===== src/rtl/naneye_stream_tx.sv =====
// naneye_stream_tx
//   Sensor-side NanEye-style serial transmitter. Frames parallel pixel words
//   into frame sync, then rows of start/data/stop pixel words and a line gap
//   of Manchester '1' bits. The result is Manchester-encoded onto TX_DATA.
//   All logic runs on the rising edge of CLOCK.
//
// Ports:
//   CLOCK, RESET (async, active high)
//   START        single-cycle frame request, sampled only in IDLE
//   PIX_DATA/PIX_VALID/PIX_READY  pixel handshake (READY = 1-cycle strobe)
//   TP_SEL       selects the (row+col) test pattern
//   TX_DATA, TX_EN   serial line and frame-on-wire enable
//   BUSY, LINE_END, FRAME_DONE, UNDERRUN  status / pulse outputs
//
// Optional feature macro: TEST_PATTERN_EN (test-pattern generator).
// All outputs are registered and are derived from the next-state values.
module naneye_stream_tx #(
  parameter int unsigned D_WIDTH         = 10,
  parameter int unsigned C_ROWS          = 320,
  parameter int unsigned C_COLUMNS       = 320,
  parameter int unsigned HALF_BIT_CYCLES = 4,
  parameter int unsigned FSYNC_HALVES    = 24,
  parameter int unsigned LINE_GAP_BITS   = 8
) (
  input  logic               CLOCK,
  input  logic               RESET,
  input  logic               START,
  input  logic [D_WIDTH-1:0] PIX_DATA,
  input  logic               PIX_VALID,
  output logic               PIX_READY,
  input  logic               TP_SEL,
  output logic               TX_DATA,
  output logic               TX_EN,
  output logic               BUSY,
  output logic               LINE_END,
  output logic               FRAME_DONE,
  output logic               UNDERRUN
);

  localparam int unsigned WORD_BITS = D_WIDTH + 2;
  localparam int unsigned BIT_MAX0  = (FSYNC_HALVES > WORD_BITS) ? FSYNC_HALVES : WORD_BITS;
  localparam int unsigned BIT_MAX   = (LINE_GAP_BITS > BIT_MAX0) ? LINE_GAP_BITS : BIT_MAX0;
  localparam int unsigned CYC_W     = (HALF_BIT_CYCLES > 1) ? $clog2(HALF_BIT_CYCLES) : 1;
  localparam int unsigned BIT_W     = (BIT_MAX > 1) ? $clog2(BIT_MAX) : 1;
  localparam int unsigned COL_W     = (C_COLUMNS > 1) ? $clog2(C_COLUMNS) : 1;
  localparam int unsigned ROW_W     = (C_ROWS > 1) ? $clog2(C_ROWS) : 1;

  typedef enum logic [2:0] {
    IDLE, FSYNC_H, FSYNC_L, PIXEL, LINE_GAP, DONE
  } state_t;

  state_t             state_q, state_d;
  logic [CYC_W-1:0]   cyc_q, cyc_d;       // cycle within a half-bit
  logic               phase_q, phase_d;   // 0 = first half of a bit
  logic [BIT_W-1:0]   bit_q, bit_d;       // half index in FSYNC, bit index elsewhere
  logic [COL_W-1:0]   col_q, col_d;
  logic [ROW_W-1:0]   row_q, row_d;
  logic [D_WIDTH:0]   sh_q, sh_d;         // {data, stop}; MSB is the current bit
  logic               pix_ready_q, pix_ready_d;
  logic               tx_data_q, tx_data_d;
  logic               tx_en_q, tx_en_d;
  logic               busy_q, busy_d;
  logic               line_end_q, line_end_d;
  logic               frame_done_q, frame_done_d;
  logic               underrun_q, underrun_d;
`ifdef TEST_PATTERN_EN
  logic               tp_q, tp_d;
`else
  logic               tp_sel_unused;
  assign tp_sel_unused = TP_SEL;
`endif

  logic half_end, bit_end, slot, active_d, bit_val;

  always_comb begin
    state_d      = state_q;
    cyc_d        = cyc_q;
    phase_d      = phase_q;
    bit_d        = bit_q;
    col_d        = col_q;
    row_d        = row_q;
    sh_d         = sh_q;
    underrun_d   = 1'b0;
`ifdef TEST_PATTERN_EN
    tp_d         = tp_q;
`endif
    half_end = (cyc_q == CYC_W'(HALF_BIT_CYCLES - 1));
    bit_end  = half_end & phase_q;
    // The accept slot is the first cycle of a start bit; PIX_READY is high here.
    slot     = (state_q == PIXEL) && (bit_q == '0) && !phase_q && (cyc_q == '0);

    if (state_q != IDLE && state_q != DONE)
      cyc_d = half_end ? '0 : cyc_q + CYC_W'(1);

    case (state_q)
      IDLE: begin
        if (START) begin
          state_d = FSYNC_H;
          cyc_d   = '0;
          phase_d = 1'b0;
          bit_d   = '0;
          col_d   = '0;
          row_d   = '0;
`ifdef TEST_PATTERN_EN
          tp_d    = TP_SEL;
`endif
        end
      end
      FSYNC_H, FSYNC_L: begin
        if (half_end) begin
          if (bit_q == BIT_W'(FSYNC_HALVES - 1)) begin
            bit_d   = '0;
            phase_d = 1'b0;
            col_d   = '0;
            state_d = (state_q == FSYNC_H) ? FSYNC_L : PIXEL;
          end else begin
            bit_d = bit_q + BIT_W'(1);
          end
        end
      end
      PIXEL: begin
        if (slot) begin
`ifdef TEST_PATTERN_EN
          if (tp_q) begin
            sh_d = {D_WIDTH'(row_q) + D_WIDTH'(col_q), 1'b0};
          end else if (PIX_VALID) begin
            sh_d = {PIX_DATA, 1'b0};
          end else begin
            sh_d       = '0;
            underrun_d = 1'b1;
          end
`else
          if (PIX_VALID) begin
            sh_d = {PIX_DATA, 1'b0};
          end else begin
            sh_d       = '0;
            underrun_d = 1'b1;
          end
`endif
        end
        if (half_end) phase_d = ~phase_q;
        if (bit_end) begin
          if (bit_q == BIT_W'(WORD_BITS - 1)) begin
            bit_d = '0;
            if (col_q == COL_W'(C_COLUMNS - 1)) begin
              col_d   = '0;
              state_d = LINE_GAP;
            end else begin
              col_d = col_q + COL_W'(1);
            end
          end else begin
            bit_d = bit_q + BIT_W'(1);
            // Start bit is a constant; shifting begins after the first data bit.
            if (bit_q != '0) sh_d = {sh_q[D_WIDTH-1:0], 1'b0};
          end
        end
      end
      LINE_GAP: begin
        if (half_end) phase_d = ~phase_q;
        if (bit_end) begin
          if (bit_q == BIT_W'(LINE_GAP_BITS - 1)) begin
            bit_d = '0;
            if (row_q == ROW_W'(C_ROWS - 1)) begin
              row_d   = '0;
              state_d = DONE;
            end else begin
              row_d   = row_q + ROW_W'(1);
              state_d = PIXEL;
            end
          end else begin
            bit_d = bit_q + BIT_W'(1);
          end
        end
      end
      DONE:    state_d = IDLE;
      default: state_d = IDLE;
    endcase

    // Registered outputs reflect the state about to be entered.
    active_d = (state_d == FSYNC_H) || (state_d == FSYNC_L) ||
               (state_d == PIXEL) || (state_d == LINE_GAP);
    busy_d   = active_d;
    tx_en_d  = active_d;
    bit_val  = (bit_d == '0) ? 1'b1 : sh_d[D_WIDTH];
    case (state_d)
      FSYNC_H:  tx_data_d = 1'b1;
      PIXEL:    tx_data_d = bit_val ^ phase_d;
      LINE_GAP: tx_data_d = ~phase_d;
      default:  tx_data_d = 1'b0;
    endcase
    pix_ready_d = (state_d == PIXEL) && (bit_d == '0) && !phase_d && (cyc_d == '0);
`ifdef TEST_PATTERN_EN
    if (tp_d) pix_ready_d = 1'b0;
`endif
    line_end_d   = (state_d == LINE_GAP) && (bit_d == BIT_W'(LINE_GAP_BITS - 1)) &&
                   phase_d && (cyc_d == CYC_W'(HALF_BIT_CYCLES - 1));
    frame_done_d = (state_d == DONE);
  end

  always_ff @(posedge CLOCK or posedge RESET) begin
    if (RESET) begin
      state_q      <= IDLE;
      cyc_q        <= '0;
      phase_q      <= 1'b0;
      bit_q        <= '0;
      col_q        <= '0;
      row_q        <= '0;
      sh_q         <= '0;
      pix_ready_q  <= 1'b0;
      tx_data_q    <= 1'b0;
      tx_en_q      <= 1'b0;
      busy_q       <= 1'b0;
      line_end_q   <= 1'b0;
      frame_done_q <= 1'b0;
      underrun_q   <= 1'b0;
`ifdef TEST_PATTERN_EN
      tp_q         <= 1'b0;
`endif
    end else begin
      state_q      <= state_d;
      cyc_q        <= cyc_d;
      phase_q      <= phase_d;
      bit_q        <= bit_d;
      col_q        <= col_d;
      row_q        <= row_d;
      sh_q         <= sh_d;
      pix_ready_q  <= pix_ready_d;
      tx_data_q    <= tx_data_d;
      tx_en_q      <= tx_en_d;
      busy_q       <= busy_d;
      line_end_q   <= line_end_d;
      frame_done_q <= frame_done_d;
      underrun_q   <= underrun_d;
`ifdef TEST_PATTERN_EN
      tp_q         <= tp_d;
`endif
    end
  end

  assign PIX_READY  = pix_ready_q;
  assign TX_DATA    = tx_data_q;
  assign TX_EN      = tx_en_q;
  assign BUSY       = busy_q;
  assign LINE_END   = line_end_q;
  assign FRAME_DONE = frame_done_q;
  assign UNDERRUN   = underrun_q;

endmodule


===== config.mk =====
export PLATFORM = sky130hd
export DESIGN_NAME = naneye_stream_tx
export DESIGN_NICKNAME = d
export VERILOG_FILES = /design/src/rtl/naneye_stream_tx.sv
export SDC_FILE = /design/constraint.sdc
export NUM_CORES = 1
export LEC_CHECK = 0
export CORE_MARGIN = 3
export CORE_UTILIZATION = 50
export CTS_CLUSTER_DIAMETER = 150
export DETAILED_ROUTE_END_ITERATION = 8
export GPL_ROUTABILITY_DRIVEN = 0
export PLACE_DENSITY_LB_ADDON = 0.12
export SETUP_SLACK_MARGIN = 0.3
export SLEW_MARGIN = 20
export SYNTH_ARGS = -nofsm -noshare
export SYNTH_HDL_FRONTEND = slang
export SYNTH_SLANG_ARGS = --single-unit

===== constraint.sdc =====
create_clock -name CLOCK -period 3.2 [get_ports CLOCK]
set_clock_uncertainty 0.1 [all_clocks]
set_input_delay 0.96 -clock CLOCK [delete_from_list [all_inputs] [get_ports CLOCK]]
set_output_delay 0.96 -clock CLOCK [all_outputs]
set_load 0.005 [all_outputs]

==> impl_metrics.csv <==
group,metric,value,unit
outcome,status,"finished, final reports clean",
timing,timing.final.max_slew_violations,0,
timing,post-route-period-util,86.7,%
synth,synth-edff-count,0,
layout,post-route-util,61.0,%
power,powerDensity,302,nW/um^2
floorplanning,initial_utilization,52.5,%
grt,first_global_vias,2307,
power,p_leak,1.35,nW
power,clockPowerShare,36.1,%
clocking,cts_root_buf,"clkbuf_8",
drt,drc,0,
clocking,cts.reportedPaths.clkPinSlew,90,ps
grt,grt_pass1_wl,10.6,mm
synth,yosys_warnings,0,
timing,relSlewSlack,61.9,%
synth,yosysSeqAreaShare,42.2,%
synth,synth-seq-cells,46,
floorplanning,die_h,79.9,um
floorplanning,dieArea,6380,um^2
timing,fmax,361,MHz
hold_path,hold_class,"flop to flop",
layout,syn_to_final_growth,16.2,%
timing,rsz0062_at_grt,"false",
timing,final.min_clock_period,2770,ps
floorplanning,rows,26,
place,hpwl,4.41,mm
synth,synth_cell_types,63,
layout,instances_no_fill,409,
place,io_buffer_count,20,
grt,antenna_found_initial,0,
drt,wl,6.17,mm
clocking,cts_hold_buf,0,
power,netSwitchingFraction,21.5,%
power,power.internal,751,uW
synth,synthArstFlopShare,100,%
synth,syn_avg_cell_area,8.78,um^2
timing,hold_ws,390,ps
drt,vias,2338,
drt,dr.pass1.iters,4,
power,switchingPower,206,uW
layout,finish.instance_area,3170,um^2
critical_path,critPathMaxFanout,4,
floorplanning,coreArea,5200,um^2
run,drv_cap,0,
clocking,tritoncts,"yes",
synth,syn_nets,334,
power,combPwrFrac,3.2,%
synth,syn_area,2730,um^2
timing,worst_pin_slew,570,ps
grt,grt_max_degree,25,
floorplanning,io_pins,22,
drt,drtIter0Drc,178,
drt,routed_via_density,5.72,
critical_path,crit_type,"primary input to flop",
clocking,h-tree-depth,2,
critical_path,end_kind,"flop",
power,totalPowerFinal,957,uW
timing,setup_violations,0,
clocking,cts_buffers,5,
clocking,cts_sinks,46,
grt,track_usage,20.9,%
critical_path,r2r.worst_path.cells,9,
grt,overflow,0,
place,dp.cells,400,
timing,hold_viol,0,
layout,antenna_cells,0,
synth,synth_cells,311,
critical_path,cp.required,3290,ps
clocking,clockBufferDepth,2,
layout,fin_nets,361,
power,irDropWorstVdd,255,uV
layout,drive_gt1_share,10.6,%
clocking,clock_latency,290,ps
power,seq_power_share,60.7,%
floorplanning,die-width,79.9,um
drt,routedWlPerCell,15.1,um
synth,ys.flop_type,"dfrtp_1",
place,place_area,3050,um^2
critical_path,crit_arrival,2860,ps
drt,antenna_left,0,
critical_path,start_kind,"primary input",
hold_path,hold_depth,2,
==> layout make-up <==
cell class / count / area (um^2)
tap: 70 / 87.6
multi-input combinational: 235 / 1480
sequential: 46 / 1150
clock buffer: 6 / 72.6
fill: 470 / 2030
timing repair buffer: 35 / 313
clock inverter: 2 / 13.8
inverter: 15 / 56.3
==> registers in the layout (all words and copies together), names as in the netlist <==
register / cells
row_q: 9
state_q: 3
FRAME_DONE: 1
PIX_READY: 1
LINE_END: 1
BUSY: 1
sh_q: 11
phase_q: 1
bit_q: 5
cyc_q: 2
TX_DATA: 1
col_q: 9
UNDERRUN: 1
==> synth_stat cells (2+ instances only) <==
cell	count	area, um^2
o22a_1	2	17.5
a22o_1	6	52.6
o31ai_1	3	22.5
nand2b_1	6	37.5
a221oi_1	2	17.5
inv_1	14	52.6
nand2_1	34	128
mux2i_1	2	20.0
and3_1	7	43.8
clkbuf_1	9	33.8
o41ai_1	2	17.5
nor3_1	6	30.0
o21ai_0	31	155
or2_1	2	12.5
dfrtp_1	46	1150
buf_6	2	22.5
nor4_1	3	18.8
a22oi_1	10	75.1
nand3_1	12	60.1
ha_1	8	100
and4_1	2	17.5
o211ai_1	3	22.5
and2_1	3	18.8
o22ai_1	2	12.5
nand4_1	2	12.5
a21oi_1	9	45.0
a31oi_1	3	18.8
nor2b_1	6	37.5
nor3b_1	2	15.0
or3_1	2	12.5
buf_2	2	10.0
nor2_1	26	97.6
o21bai_1	2	15.0
o21ai_1	11	55.1
==> what timing repair did <==
item / in CTS / in global routing
pin swaps: 1 / 5
setup buffers: 1 / 0
resized for setup: 1 / 6
cloned: 0 / 0
setup endpoints to repair: 1 / 2
==> per-layer routing <==
metal / up-vias / wire length [um] / GRT usage [%]
li1: 1183 / - / -
met1: 1106 / 3030 / 29.1
met2: 47 / 2890 / 32.4
met3: 2 / 210 / 3.95
met4: 0 / 38 / 7.43
met5: - / 0 / 0
==> power groups by stage <==
stage,logic [mW],clock network [mW],registers [mW]
5_1_grt,0.0341,0.385,0.581
3_3_place_gp,0.0308,0,0.592
6_report,0.0306,0.346,0.581
3_5_place_dp,0.0314,0,0.592
2_1_floorplan,0.00917,0,0.592
4_1_cts,0.0314,0.363,0.581
==> layout by cell type, fill, tap and decap left out, types with 6 or more instances in the layout <==
cell type        instances
clkdlybuf4s50_1         20
nand2b_1                 6
ha_1                     8
o21ai_1                 11
o21ai_0                 30
nand2_1                 34
a22o_1                   6
nor2_1                  26
a22oi_1                 10
nor3_1                   6
nand3_1                 12
and3_1                   7
inv_1                   13
a21oi_1                  9
buf_4                   15
dfrtp_1                 46
==> logic make-up (layout without fill, tap and decap cells) <==
family / Yosys count / count (layout) / share of synthesized area [%]
adders and majority gates: 8 / 8 / 3.67
buffers and inverters: 30 / 58 / 4.90
xor gates and xnor gates: 2 / 2 / 0.642
DFF: 46 / 46 / 42.2
and+or+nand+nor: 125 / 125 / 23.9
AOI/OAI and AO/OA: 97 / 97 / 23.6
muxes: 3 / 3 / 1.15
==> worst paths after layout <==
kind                                     start                    to  slack, ps
setup / recovery                         START     TX_DATA$_DFF_PP0_        430
setup reg to reg            cyc_q[0]$_DFF_PP0_     TX_DATA$_DFF_PP0_        620
hold / removal             sh_q[8]$_DFFE_PP0P_   sh_q[8]$_DFFE_PP0P_        390
min in group asynchronous                RESET   sh_q[3]$_DFFE_PP0P_        900
hold reg to reg            sh_q[8]$_DFFE_PP0P_   sh_q[8]$_DFFE_PP0P_        390
max in group asynchronous                RESET  state_q[0]$_DFF_PP0_       1500
==> critical path, stage by stage <==
cell	delay [ps]
clkdlybuf4s50_1	520
nor2b_4	170
a22o_1	220
nor2_2	80
a221oi_2	300
nand4_1	230
a221oi_2	290
nand2_1	70
==> metrics by stage <==
stage | TNS, ps | setup WS (ps)
2_1_floorplan | 0 | 616
3_3_place_gp | 0 | 43.8
3_5_place_dp | -9.41 | -9.41
4_1_cts | 0 | 306
5_1_grt | 0 | 313
6_report | 0 | 426
Note: power is estimated with default switching activity, not from simulation.
==> RTL edit 1 (same settings) <==
`LINE_GAP_BITS`: 8 -> 4.
--- a/src/rtl/naneye_stream_tx.sv
+++ b/src/rtl/naneye_stream_tx.sv
@@ -22,3 +22,3 @@
   parameter int unsigned FSYNC_HALVES    = 24,
-  parameter int unsigned LINE_GAP_BITS   = 8
+  parameter int unsigned LINE_GAP_BITS   = 4
 ) (
Behaviour: same outputs for any inputs over 10 cycles, from zero or initial values and one cycle with RESET high; that may be too few to reach the edited logic, so the function may still have changed.
==> RTL edit 1 against the original RTL <==
  * Via count is 1.3% higher
  * Design area up 1.8%
  * Synthesized cell count grew 2.6%
  * Setup slack improved by 0.016 ns
  * Sequential cell count is the same
  * Synthesized area increased by 3.2%
  * Wire length fell by 1.2%
  * Combinational power is 54% higher
  * Total power rose by 12%
  * Die area is 3.0% higher
  * Fmax grew 0.57%
  * Sequential share of layout area is 0.65 points lower
  * Critical path type unchanged
  * Largest cell class unchanged
  * Largest power group unchanged
==> RTL edit 1: results (changes against the original RTL) <==
status=finished, final reports clean; top cells by instance count after synthesis=46 x dfrtp_1, 44 x nor2_1, 26 x nand2_1; first-pass GRT wire length=10700 um (+0.85%); Inst Count DP=405 (+1.3%); drt first-iter violations=286 (+61%); flop-to-flop setup slack=0.52 ns (-0.10 ns); dpl ws=0.115 ns (+0.124 ns); Synth Area in XOR/XNOR=0.0182 (+0.0118); Comb pwr share=0.044 (+0.012); Met2 Wirelength=2640 um (-8.6%); sequential share of the synthesized area=0.409 (-0.0131); largest net degree at the start of global routing=47 (+88%); vias per cell=5.74 (+0.34%); Vias=2369 (+1.3%); internal power=848 uW (+13%); Mapped Nets=342 (+2.4%); Synth cell types=64 (+1.6%); met3 WL=235 um (+12%); Area contributors post-synth=dfrtp_1 41%, nor2_1 5.9%, a21oi_1 3.9%, o21ai_0 3.9%, ha_1 3.6%; wl on met1=3110 um (+2.6%); CTS Buf Count=5 (unchanged); slowest stage delay, CP=0.45 ns (-0.07 ns); Tot Pwr=1.07 mW (+12%); Post-CTS Resized=0 (-1); Hold WS=0.403 ns (+0.0127 ns); Post-DP Area=3110 um^2 (+2.2%); r2r worst-path depth=8 (-1); hold path depth=1 (-1); antenna cells=0 (unchanged); final net count=365 (+1.1%); fraction of layout cells with a size suffix above 1=0.111 (+0.00459); Flop+latch power=596 uW (+3%); asr flop ratio synth=1.00 (unchanged); crit path DAT=2.88 ns (+0.02 ns); global-route track usage on met2=0.312 (-0.0117); All-Layer GR Usage=0.205 (-0.00389); Peak VDD IR=0.220 mV (-14%); routed len/inst=14.8 um (-2.1%); Post-Synthesis Cells=319 (+2.6%); Adder-Cell Fraction of Synth Area=0.0355 (-0.00114); grt met1 use=0.299 (+0.00851); Hold EP=col_q[4]; Synth Area in Compound Gates=0.199 (-0.0366); GR Util met3=0.0333 (-0.00624); min-delay src=col_q[4]; Post CTS Setup Buffer Count=0 (-1); DP HPWL=4340 um (-1.6%); P_leak=1.35 nW (about the same)
-- RTL edit 1: changes by cell type after synthesis, sizes merged, moves of 5 or more --
cell / delta
a21oi: +12
a22oi: -10
and3: -5
buf: +5
nand2: -7
nand3: +5
nor2: +17
nor3: +10
o21ai: -20
-- RTL edit 1: kinds of logic (layout without fill, tap and decap cells) --
family,count (synthesis),in the layout
multiplexers,4,4
XOR/XNOR,5,5
buffers and inverters,29,53
AND/OR/NAND/NOR,144,144
adder cells (fa/ha/maj),8,8
AO/OA/AOI/OAI,83,83
flip-flops,46,46
-- RTL edit 1: cell type report --
class,instances,area (um^2),area share
Clock buffer,7,76.3,0.0236
Tap cell,70,87.6,0.0271
Sequential cell,46,1150,0.356
Inverter,12,45.0,0.0139
Multi-Input combinational cell,244,1530,0.474
Timing Repair Buffer,33,310,0.0960
Clock inverter,1,30.0,0.00930
-- RTL edit 1: worst max-delay path: cells and delay by family --
kind | cells | cell delay [ns]
compound gates | 5 | 0.85
simple gates | 2 | 0.62
buf+inv | 1 | 0.45
==> RTL edit 2 (same flow settings) <==
Without the edit above. Put one more register stage on the output `UNDERRUN`. The value now appears one clock later. The other outputs are not delayed to match.
--- a/src/rtl/naneye_stream_tx.sv
+++ b/src/rtl/naneye_stream_tx.sv
@@ -245,3 +245,5 @@
   assign FRAME_DONE = frame_done_q;
-  assign UNDERRUN   = underrun_q;
+  always_ff @(posedge CLOCK) begin
+    UNDERRUN <= underrun_q;
+  end
 
Behaviour: same outputs for any inputs over 10 cycles, from zero or initial values and one cycle with RESET high; that may be too few to reach the edited logic, so the function may still have changed.
==> RTL edit 2 against the original RTL <==
  * Setup slack improved by 0.055 ns
  * Critical path type is now reg -> reg
  * Wire length fell by 4.4%
  * Synthesized area shrank 1.0%
  * Global-route usage down 0.91 points
  * Sequential cell count is 1 higher
  * Total power up 7.6%
  * Cell count increased by 0.49%
  * Design area grew 4.0%
  * Critical path depth stayed put
==> RTL edit 2: results (changes against the original RTL) <==
final net count=363 (+0.55%); area of the multi-input gates=1500 um^2 (+1.2%); Layout fillers=447 (-4.9%); Adder-Cell Fraction of Synth Area=0.0370 (+0.000373); min-delay src=underrun_q; slowest CP cell=or3_1; Critical Path Start=row_q[0]; max-slew headroom at the worst pin=0.543 (-0.0760); Post-Synthesis Cells=307 (-1.3%); All-Layer GR Usage=0.200 (-0.00913); Met2 Wirelength=2710 um (-6.1%); global-route track usage on met2=0.301 (-0.0232); Post CTS Setup Buffer Count=0 (-1); slowest stage delay, CP=0.46 ns (-0.06 ns); largest net degree at the start of global routing=27 (+8.0%); Mapped Nets=330 (-1.2%); flop-to-flop setup slack=0.48 ns (-0.14 ns); Synth Area in XOR/XNOR=0.00648 (+0.0000653); Synth Area in Compound Gates=0.203 (-0.0328); Tcrit/Tclk final=0.850 (-0.0171); Tot Pwr=1.03 mW (+7.6%); status=finished, final reports clean; Post-DP Area=3030 um^2 (-0.49%); GR Util met3=0.0350 (-0.00451); Peak VDD IR=0.279 mV (+9.4%); fraction of layout cells with a size suffix above 1=0.155 (+0.0492); met3 WL=309 um (+47%)
[RTL edit 2: changes by cell type in the layout (fill, tap and decap cells not counted), moves of 5 or more]
cell	before	now
a22oi_1	10	1
buf_4	15	21
nor2_1	26	37
o21ai_1	11	27
a22o_1	6	0
o21ai_0	30	6
o31ai_1	3	8
nor3_1	6	15
nand2_1	34	20
[RTL edit 2: worst max-delay path: cells and delay by family (launching register included)]
family / cells / cell delay [ns]
and+or+nand+nor: 4 / 1.32
AOI/OAI and AO/OA: 3 / 0.63
DFF: 1 / 0.39
adders and majority gates: 1 / 0.19
[RTL edit 2: cell families after synthesis]
| logic type | after synthesis |
|---|---|
| fa+ha+maj | 8 |
| simple gates | 133 |
| buf+inv | 32 |
| compound gates | 84 |
| mux | 1 |
| xor+xnor | 2 |
| flops | 47 |
[RTL edit 2: layout make-up]
cell class | count | area share
multi-input cells | 228 | 0.453
flip-flops and latches | 47 | 0.356
repair buffers | 42 | 0.115
clock buffers | 8 | 0.0303
well taps | 70 | 0.0265
inverters | 16 | 0.0182
